===== src/rtl/imem_ctrl_pkg.sv =====
`default_nettype none
// +----------------------------------------------------------------------+
// | imem_ctrl_pkg : shared sizes and FSM encoding for the imem loader    |
// | Rev 1.0                                                              |
// +----------------------------------------------------------------------+
package imem_ctrl_pkg;

  localparam int IMEM_DEPTH  = 16;
  localparam int IMEM_ADDR_W = 6;
  localparam int IMEM_WORD_W = 32;

  typedef enum logic [1:0] {
    ST_IDLE  = 2'd0,
    ST_LOAD  = 2'd1,
    ST_WRITE = 2'd2,
    ST_DONE  = 2'd3
  } imem_state_t;

endpackage
`default_nettype wire


===== src/rtl/imem_byte_packer.sv =====
`default_nettype none
// +----------------------------------------------------------------------+
// | imem_byte_packer : big-endian byte-to-word shift register            |
// | Rev 1.0                                                              |
// +----------------------------------------------------------------------+
module imem_byte_packer
  import imem_ctrl_pkg::*;
#(
  parameter int WORD_W = IMEM_WORD_W
) (
  input  logic              clk,
  input  logic              rst_n,
  input  logic              clear,
  input  logic              accept,
  input  logic [7:0]        byte_in,
  output logic [WORD_W-1:0] word,
  output logic              full
);

  logic [WORD_W-1:0] r_word;
  logic [1:0]        r_byte_cnt;

  // clear wins over accept so an aborted partial word never survives
  always_ff @(posedge clk or negedge rst_n) begin
    if (!rst_n) begin
      r_word     <= '0;
      r_byte_cnt <= 2'd0;
    end else if (clear) begin
      r_word     <= '0;
      r_byte_cnt <= 2'd0;
    end else if (accept) begin
      r_word     <= {r_word[WORD_W-9:0], byte_in};
      r_byte_cnt <= r_byte_cnt + 2'd1;
    end
  end

  assign word = r_word;
  assign full = (r_byte_cnt == 2'd3);

endmodule
`default_nettype wire


===== src/rtl/imem_load_ctrl.sv =====
`default_nettype none
// +----------------------------------------------------------------------+
// | imem_load_ctrl : instruction memory arbiter and byte-stream loader   |
// | Rev 1.0                                                              |
// +----------------------------------------------------------------------+
module imem_load_ctrl
  import imem_ctrl_pkg::*;
#(
  parameter int WORD_W = IMEM_WORD_W,
  parameter int DEPTH  = IMEM_DEPTH,
  parameter int ADDR_W = IMEM_ADDR_W
) (
  input  logic              clk,
  input  logic              rst_n,
  input  logic              load_start,
  input  logic [4:0]        load_len,
  input  logic              load_abort,
  input  logic              byte_valid,
  input  logic [7:0]        byte_data,
  output logic              byte_ready,
  input  logic [ADDR_W-1:0] cpu_addr,
  output logic              cpu_hold,
  output logic [ADDR_W-1:0] mem_addr,
  output logic              mem_we,
  output logic [WORD_W-1:0] mem_wdata,
  output logic              busy,
  output logic              load_done,
  output logic              err
);

  localparam int               IDX_W     = ADDR_W - 2;
  localparam logic [4:0]       c_depth   = 5'(DEPTH);
  localparam logic [IDX_W-1:0] c_idx_one = IDX_W'(1);

  imem_state_t       r_state, w_next_state;
  logic [4:0]        r_len;
  logic [IDX_W-1:0]  r_word_idx;
  logic              r_err;
  logic              w_len_ok, w_accept, w_clear, w_full, w_last, w_start_ok;
  logic [WORD_W-1:0] w_word;

  assign w_len_ok   = (load_len != 5'd0) && (load_len <= c_depth);
  assign w_start_ok = (r_state == ST_IDLE) && load_start && w_len_ok;
  assign w_accept   = (r_state == ST_LOAD) && byte_valid && !load_abort;
  assign w_clear    = (r_state == ST_IDLE) || load_abort;
  assign w_last     = (5'(r_word_idx) == (r_len - 5'd1));

  imem_byte_packer #(.WORD_W(WORD_W)) u_packer (
    .clk     (clk),
    .rst_n   (rst_n),
    .clear   (w_clear),
    .accept  (w_accept),
    .byte_in (byte_data),
    .word    (w_word),
    .full    (w_full)
  );

  always_comb begin
    w_next_state = r_state;
    case (r_state)
      ST_IDLE:  if (w_start_ok) w_next_state = ST_LOAD;
      ST_LOAD: begin
        if (load_abort)             w_next_state = ST_IDLE;
        else if (w_accept && w_full) w_next_state = ST_WRITE;
      end
      ST_WRITE: begin
        if (load_abort)  w_next_state = ST_IDLE;
        else if (w_last) w_next_state = ST_DONE;
        else             w_next_state = ST_LOAD;
      end
      ST_DONE:  w_next_state = ST_IDLE;
      default:  w_next_state = ST_IDLE;
    endcase
  end

  always_ff @(posedge clk or negedge rst_n) begin
    if (!rst_n) r_state <= ST_IDLE;
    else        r_state <= w_next_state;
  end

  // err covers both a rejected start and an abort of an active load
  always_ff @(posedge clk or negedge rst_n) begin
    if (!rst_n) begin
      r_len      <= 5'd0;
      r_word_idx <= '0;
      r_err      <= 1'b0;
    end else begin
      r_err <= ((r_state == ST_IDLE) && load_start && !w_len_ok) ||
               (((r_state == ST_LOAD) || (r_state == ST_WRITE)) && load_abort);
      if (w_start_ok) begin
        r_len      <= load_len;
        r_word_idx <= '0;
      end else if ((r_state == ST_WRITE) && !load_abort && !w_last) begin
        r_word_idx <= r_word_idx + c_idx_one;
      end
    end
  end

  assign busy       = (r_state != ST_IDLE);
  assign cpu_hold   = (r_state != ST_IDLE);
  assign byte_ready = (r_state == ST_LOAD);
  assign mem_we     = (r_state == ST_WRITE);
  assign load_done  = (r_state == ST_DONE);
  assign err        = r_err;
  assign mem_wdata  = (r_state == ST_WRITE) ? w_word : '0;
  assign mem_addr   = (r_state == ST_IDLE) ? cpu_addr : {r_word_idx, 2'b00};

endmodule
`default_nettype wire


===== config.mk =====
export PLATFORM = sky130hd
export DESIGN_NAME = imem_load_ctrl
export DESIGN_NICKNAME = d
export VERILOG_FILES = /design/src/rtl/imem_ctrl_pkg.sv /design/src/rtl/imem_byte_packer.sv /design/src/rtl/imem_load_ctrl.sv
export SDC_FILE = /design/constraint.sdc
export NUM_CORES = 1
export LEC_CHECK = 0
export BUFFER_PORTS_ARGS = -buffer_cell sky130_fd_sc_hd__buf_2
export CAP_MARGIN = 20
export CORE_MARGIN = 3
export CORE_UTILIZATION = 51
export DETAILED_ROUTE_END_ITERATION = 8
export GPL_TIMING_DRIVEN = 0
export PLACE_DENSITY = 0.8
export SYNTH_ARGS = -nofsm -noshare
export SYNTH_HDL_FRONTEND = slang
export SYNTH_SLANG_ARGS = --single-unit

===== constraint.sdc =====
create_clock -name clk -period 2 [get_ports clk]
set_input_delay 0.1 -clock clk [delete_from_list [all_inputs] [get_ports clk]]
set_output_delay 0.1 -clock clk [all_outputs]
set_load 0.03 [all_outputs]

==> results of run 1 <==
==> registers in the layout (all words and copies together) (netlist names) <==
signal	flops
r_state	2
u_packer.r_byte_cnt	2
r_word_idx	4
r_len	5
err	1
u_packer.word	32
==> how the worst max path moves through the flow <==
stage | depth (start not counted) | end | from | slack [ns]
global route | 5 | mem_addr[3] | r_state[0] | -0.002
detailed placement | 7 | r_state[1] | r_state[1] | -0.18
CTS | 5 | mem_wdata[28] | r_state[0] | 0.001
global placement | 7 | r_state[1] | r_state[1] | -0.14
floorplan | 6 | u_packer.r_byte_cnt[1] | r_state[1] | 0.05
finish | 5 | mem_addr[5] | r_state[0] | 0.1
==> metrics by stage <==
stage | utilization, % | setup WS (ns)
after floorplan | - | 0.0547
after global placement | 63.7 | -0.139
after detailed placement | 63.7 | -0.182
after CTS | 66.9 | 0.00139
after global routing | 67.7 | -0.00153
final | 67.7 | 0.0950
==> layout make-up <==
type                    count  area (um2)  share of cell area, %
repair buffers             69         365                   13.1
clock inverters             2        37.5                   1.35
flip-flops and latches     46        1150                   41.3
clock buffers               6        72.6                   2.60
multi-input cells         133        1010                   36.1
well taps                  50        62.6                   2.25
inverters                   6        22.5                  0.808
plain buffers              12        68.8                   2.47
==> kinds of logic after synthesis <==
logic type / synth area share [%]
and+or+nand+nor: 15.9
AOI/OAI and AO/OA: 18.6
DFF: 51.8
buffers and inverters: 3.55
xor gates and xnor gates: 2.76
muxes: 3.55
adders and majority gates: 3.94
==> worst reg2reg max path, delay by kind of cell, from the launching register on <==
kind	cells	cell delay [ns]
and+or+nand+nor	2	0.46
buffers and inverters	1	0.07
adders and majority gates	1	0.24
AOI/OAI and AO/OA	3	0.66
DFF	1	0.38
==> routing by layer <==
metal,up-vias,wire length [um]
met5,-,0
li1,860,-
met3,7,200
met2,45,2290
met4,0,80
met1,824,2240
==> cells in the final DEF (no fill, tap or decap), drive strengths merged, types with 7 or more instances in the layout <==
cell,Yosys,final
buf,3,71
mux2,7,7
a22o,33,33
nand2,7,7
and2,34,34
ha,7,7
clkbuf,9,15
o21ai,8,8
dfrtp,46,46
==> power breakdown <==
| part | leakage (nW) | switching [W] | internal, W |
|---|---|---|---|
| sequential | 0.628 | 0.0000884 | 0.00102 |
| clock | 0.0514 | 0.000303 | 0.000373 |
| combinational | 0.792 | 0.000540 | 0.000346 |
| total | 1.47 | 0.000932 | 0.00174 |
==> repair_timing <==
item / CTS / global route
hold endpoints to repair: 46 / 0
hold buffers: 1 / 0
gates resized for setup: 3 / 17
setup buffers: 0 / 0
endpoints found under the setup margin: 35 / 60
==> summary.md, run 1 <==
| Metric | Value |
|---|---|
| Die X | `between 70 and 80 um` |
| Leakage | `1.47 nW` |
| Asr flop ratio synth | `100%` |
| Routability congestion estimate | `approximately 0.81` |
| Worst min path class | `input pin to register` |
| Number of global-route vias before repair | `between 1500 and 2000` |
| CP max FO | `10` |
| Die H | `approximately 72 um` |
| H-tree depth | `2` |
| Fraction of layout cells with a size suffix above 1 | `between 30% and 40%` |
| Status | `complete, no violations` |
| Fin area | `about 2800 um2` |
| Top-count cell post-synth | `dfrtp_1` |
| Syn Inst Count | `about 200` |
| Post-synth EDFFs | `0` |
| Wire length per cell | `between 10 and 15 um` |
| Max-slew headroom | `slightly below 70%` |
| Final HPWL DP | `~3500 um` |
| Routed WL | `4810 um` |
| GR Layer Usage met2 | `between 30% and 40%` |
| DRC Markers | `0` |
| Final ANT Viol Nets | `0` |
| Top cells by area, synth | `dfrtp_1 (52%), a22o_1 (13%), and2_1 (9.6%), ha_1 (3.9%), mux2_2 (3.5%)` |
| CP top delay family | `buffers and inverters` |
| TritonCTS buffer count | `5` |
| CP max stage delay | `about 0.42 ns` |
| Netlist Area Pre-Place | `around 2200 um2` |
| Core area | `around 4100 um2` |
| Nets | `a little over 300` |
| Fin Setup TNS | `0 ns` |
| Slew @ Worst Pin | `roughly 0.49 ns` |
| R2R Path End | `r_word_idx[2]` |
| Grt peak-use layer | `met2` |
| Finished Layout Cells | `324` |
| Startpoint of the worst hold path | `byte_data[6]` |
| Grt total ovfl | `0` |
| Clock transition at the registers of the reported paths | `0.08 ns` |
| R2R Path Start | `r_len[0]` |
| Pwr Total | `around 0.0027 W` |
| Die ar. | `between 5000 and 6000 um2` |
| Pwr/cell area | `between 900 and 1000 nW/um2` |
| Max VDD drop | `roughly 0.44 mV` |
| YS warnings | `0` |
| Vias | `1736` |
| Placed cell area | `2620 um2` |
| Final setup viols | `0` |
| Met3 Usage GRT | `~2.5%` |
| Antenna violations before repair | `0` |
| Main synth FF type | `dfrtp_1` |
| Initial core utilization | `54.0%` |
| Tmin final | `about 1.9 ns` |
| Fillers | `321` |
| Layout Skew | `0.00275 ns` |
| Critical path data arrival time | `1.80 ns` |
| Worst path cell trace | `inv_1 > ha_1 > clkbuf_4 > mux2_2 > buf_2` |
| End of the worst hold path | `u_packer.word[6]` |
| CTS sink cnt | `46` |
| Crit path kind | `register to output pin` |
| # diodes | `0` |
| Synthesis-to-layout area growth | `25.3%` |
| Clock Latency Late Sink | `just under 0.3 ns` |
| Max Fclk | `around 520 MHz` |
| Input/output buffers | `between 60 and 70` |
| Maximum clock path buffer count | `2` |
| Root buf cell | `clkbuf_8` |
| Rows | `23` |
| R2R depth | `7` |
| Final hold violation count | `0` |
| Synth cell count leaders | `dfrtp_1 (46), and2_1 (34), a22o_1 (33), clkbuf_1 (9), o21ai_0 (8)` |
| Syn Nets | `approximately 230` |
| Largest net degree at the start of global routing | `between 40 and 50` |
| Met1 Resource Use GR | `between 20% and 30%` |
| I/O pin cnt | `68` |
| Buf/Inv on CP | `3` |
| #FFs+latches synth | `between 40 and 50` |
| Area share of the largest cell type after synthesis | `between 50% and 60%` |
| Final period util | `95.2%` |
| Drt first pass iters | `4` |
| Yosys cell types | `30` |
| Worst setup SP type | `register` |
| Req. time, crit path | `1.90 ns` |
| Setup crit end kind | `output pin` |
| Synth area leader | `dfrtp_1` |
| Iteration-0 DRC Markers | `87` |
| Dpl cells | `about 310` |
| Critical path's slowest cell | `dfrtp_1` |
| CTS tree | `done` |
| Gr usage total | `20.1%` |
| Average size of a mapped cell | `around 11 um2` |
| First-pass GRT wire length | `just over 8000 um` |
| Max-cap viol count | `0` |
| Sequential fraction of the synthesis area | `between 50% and 60%` |
| Reg2reg setup slack | `between 0.1 and 0.15 ns` |
| Worst hold stages | `2` |
| Final hold slack | `just over 0.02 ns` |
| Vias per cell | `roughly 5.4` |
| Max-slew violation count | `0` |
Note: power is estimated with default switching activity, not from simulation.
==> run 2: changes to the inputs <==
- MAX_ROUTING_LAYER: unset -> met4
==> summary.md, run 2 (same netlist as run 1, synthesis figures left out) <==
| Metric | Value |
|---|---|
| Status | `complete, no violations (unchanged)` |
| Finished Layout Cells | `324 (unchanged)` |
| Tmin final | `1.91 ns (was 1.90 ns)` |
| Vias | `1738 (was 1736)` |
| Layout Skew | `0.00315 ns (was 0.00275 ns)` |
| Core area | `4120 um2 (unchanged)` |
| Pwr Total | `0.00267 W (about the same)` |
| Grt total ovfl | `0 (unchanged)` |
| Critical path data arrival time | `1.81 ns (was 1.80 ns)` |
| CTS sink cnt | `46 (unchanged)` |
| Worst setup SP type | `register (unchanged)` |
| Nets | `304 (unchanged)` |
| TritonCTS buffer count | `5 (unchanged)` |
| Max-slew violation count | `0 (unchanged)` |
| Largest net degree at the start of global routing | `47 (unchanged)` |
| Buf/Inv on CP | `3 (unchanged)` |
| Gr usage total | `20.8% (was 20.1%)` |
| Seq pwr share | `41.5% (about the same)` |
| Pwr/cell area | `959 nW/um2 (was 958 nW/um2)` |
| DRC Markers | `0 (unchanged)` |
| Clock transition at the registers of the reported paths | `0.08 ns (about the same)` |
| Die H | `72.0 um (unchanged)` |
| Synthesis-to-layout area growth | `25.3% (unchanged)` |
| Internal Pwr Total | `0.00174 W (about the same)` |
| Die ar. | `5190 um2 (unchanged)` |
| R2R Path Start | `r_state[0] (was r_len[0])` |
| CP max stage delay | `0.42 ns (about the same)` |
| Fin Setup TNS | `0 ns (unchanged)` |
| CP top delay family | `buffers and inverters (unchanged)` |
| Iteration-0 DRC Markers | `81 (was 87)` |
| Max Fclk | `525 MHz (about the same)` |
| Dpl cells | `314 (unchanged)` |
| Number of global-route vias before repair | `1663 (was 1668)` |
| CTS tree | `done (unchanged)` |
| Final period util | `95.3% (was 95.2%)` |
| Comb power frac | `33.1% (was 33.2%)` |
| CP max FO | `10 (unchanged)` |
| Clock Latency Late Sink | `0.30 ns (was 0.29 ns)` |
| Final HPWL DP | `3520 um (unchanged)` |
| Wire length per cell | `14.9 um (was 14.8 um)` |
| Commonest cells after routing, fill and taps aside | `buf_2 (67), dfrtp_1 (46), and2_1 (34) (unchanged)` |
| Max VDD drop | `0.436 mV (about the same)` |
| Vias per cell | `5.36 (about the same)` |
| Setup crit end kind | `output pin (unchanged)` |
| Req. time, crit path | `1.90 ns (about the same)` |
| Worst setup startpoint | `r_state[0] (unchanged)` |
| Worst min path class | `input pin to register (unchanged)` |
| Routability congestion estimate | `0.823 (was 0.811)` |
| Max-cap viol count | `0 (unchanged)` |
| Worst path cell trace | `inv_1 > ha_1 > clkbuf_4 > mux2_2 > buf_2 (unchanged)` |
| Input/output buffers | `67 (unchanged)` |
| Leakage | `1.47 nW (unchanged)` |
| Clock power frac | `25.4% (was 25.3%)` |
| Critical path's slowest cell | `dfrtp_1 (unchanged)` |
| Max-slew headroom | `67.4% (was 67.2%)` |
| Startpoint of the worst hold path | `byte_data[6] (unchanged)` |
| Sw Ratio | `34.9% (about the same)` |
| H-tree depth | `2 (unchanged)` |
| Fin area | `2790 um2 (unchanged)` |
| First-pass GRT wire length | `8120 um (was 8100 um)` |
| Routed WL | `4830 um (was 4810 um)` |
| Fraction of layout cells with a size suffix above 1 | `35.0% (unchanged)` |
| Commonest non-fill, non-tap cell in the layout | `buf_2 (unchanged)` |
| Die X | `72.0 um (unchanged)` |
| # Post-CTS Setup Buffers | `0 (unchanged)` |
| I/O pin cnt | `68 (unchanged)` |
| Placed cell area | `2620 um2 (unchanged)` |
| # diodes | `0 (unchanged)` |
| Rows | `23 (unchanged)` |
| Root buf cell | `clkbuf_8 (unchanged)` |
| Max reg flops | `32 (unchanged)` |
| Crit path kind | `register to output pin (unchanged)` |
| Initial core utilization | `54.0% (unchanged)` |
| Final hold violation count | `0 (unchanged)` |
| Slew @ Worst Pin | `0.488 ns (was 0.490 ns)` |
| Final setup viols | `0 (unchanged)` |
| Final ANT Viol Nets | `0 (unchanged)` |
| Final hold slack | `0.0198 ns (was 0.0207 ns)` |
| Maximum clock path buffer count | `2 (unchanged)` |
| NetSw | `0.000932 W (about the same)` |
| Antenna violations before repair | `0 (unchanged)` |
| Drt first pass iters | `4 (unchanged)` |
==> run 2: cell counts in the layout (fill, tap and decap cells not counted) <==
Identical to the previous run, type by type.
==> run 2: final timing paths <==
| kind | end | slack [ns] | cells after the start |
|---|---|---|---|
| setup / recovery | mem_addr[5] | 0.09 | 5 |
| min in group asynchronous | u_packer.word[22] | 0.24 | 2 |
| max in group asynchronous | r_state[1] | 1.28 | 3 |
| hold / removal | u_packer.word[6] | 0.02 | 2 |
| hold reg to reg | u_packer.word[30] | 0.50 | 1 |
| setup reg to reg | u_packer.word[24] | 0.12 | 5 |
==> run 2: power by group through the flow <==
stage / Clock [W] / Sequential, W / Combinational (W)
2_1_floorplan: 0 / 0.00112 / 0.000635
3_3_place_gp: 0 / 0.00112 / 0.000840
3_5_place_dp: 0 / 0.00113 / 0.000859
4_1_cts: 0.000692 / 0.00111 / 0.000876
5_1_grt: 0.000727 / 0.00112 / 0.000968
6_report: 0.000678 / 0.00111 / 0.000885
==> run 2: area by class of cell <==
class / instances / area (um2)
buffer: 12 / 68.8
clock buffer: 6 / 72.6
clock inverter: 2 / 37.5
fill: 321 / 1330
inverter: 6 / 22.5
multi-input combinational: 133 / 1010
sequential: 46 / 1150
tap: 50 / 62.6
timing repair buffer: 69 / 365
==> run 2: metrics by stage <==
stage / util (%) / setup slack (ns)
after floorplan: - / 0.0547
after global placement: 63.7 / -0.139
after detailed placement: 63.7 / -0.182
after CTS: 66.9 / 0.00139
after global routing: 67.7 / -0.00115
final: 67.7 / 0.0945
==> run 2: what timing repair did <==
action,4_1_cts,5_1_grt
setup endpoints to repair,35,61
resized for setup,3,17
pin swaps,0,0
cloned,0,0
hold buffers,1,0
hold endpoints to repair,46,0
==> run 2: routing by layer <==
layer / up-vias / global-route usage [%] / part of all wire, %
li1: 859 / - / -
met1: 832 / 29.8 / 46
met2: 40 / 30.2 / 48
met3: 7 / 2.49 / 4.0
met4: 0 / 8.14 / 1.7
met5: - / - / 0
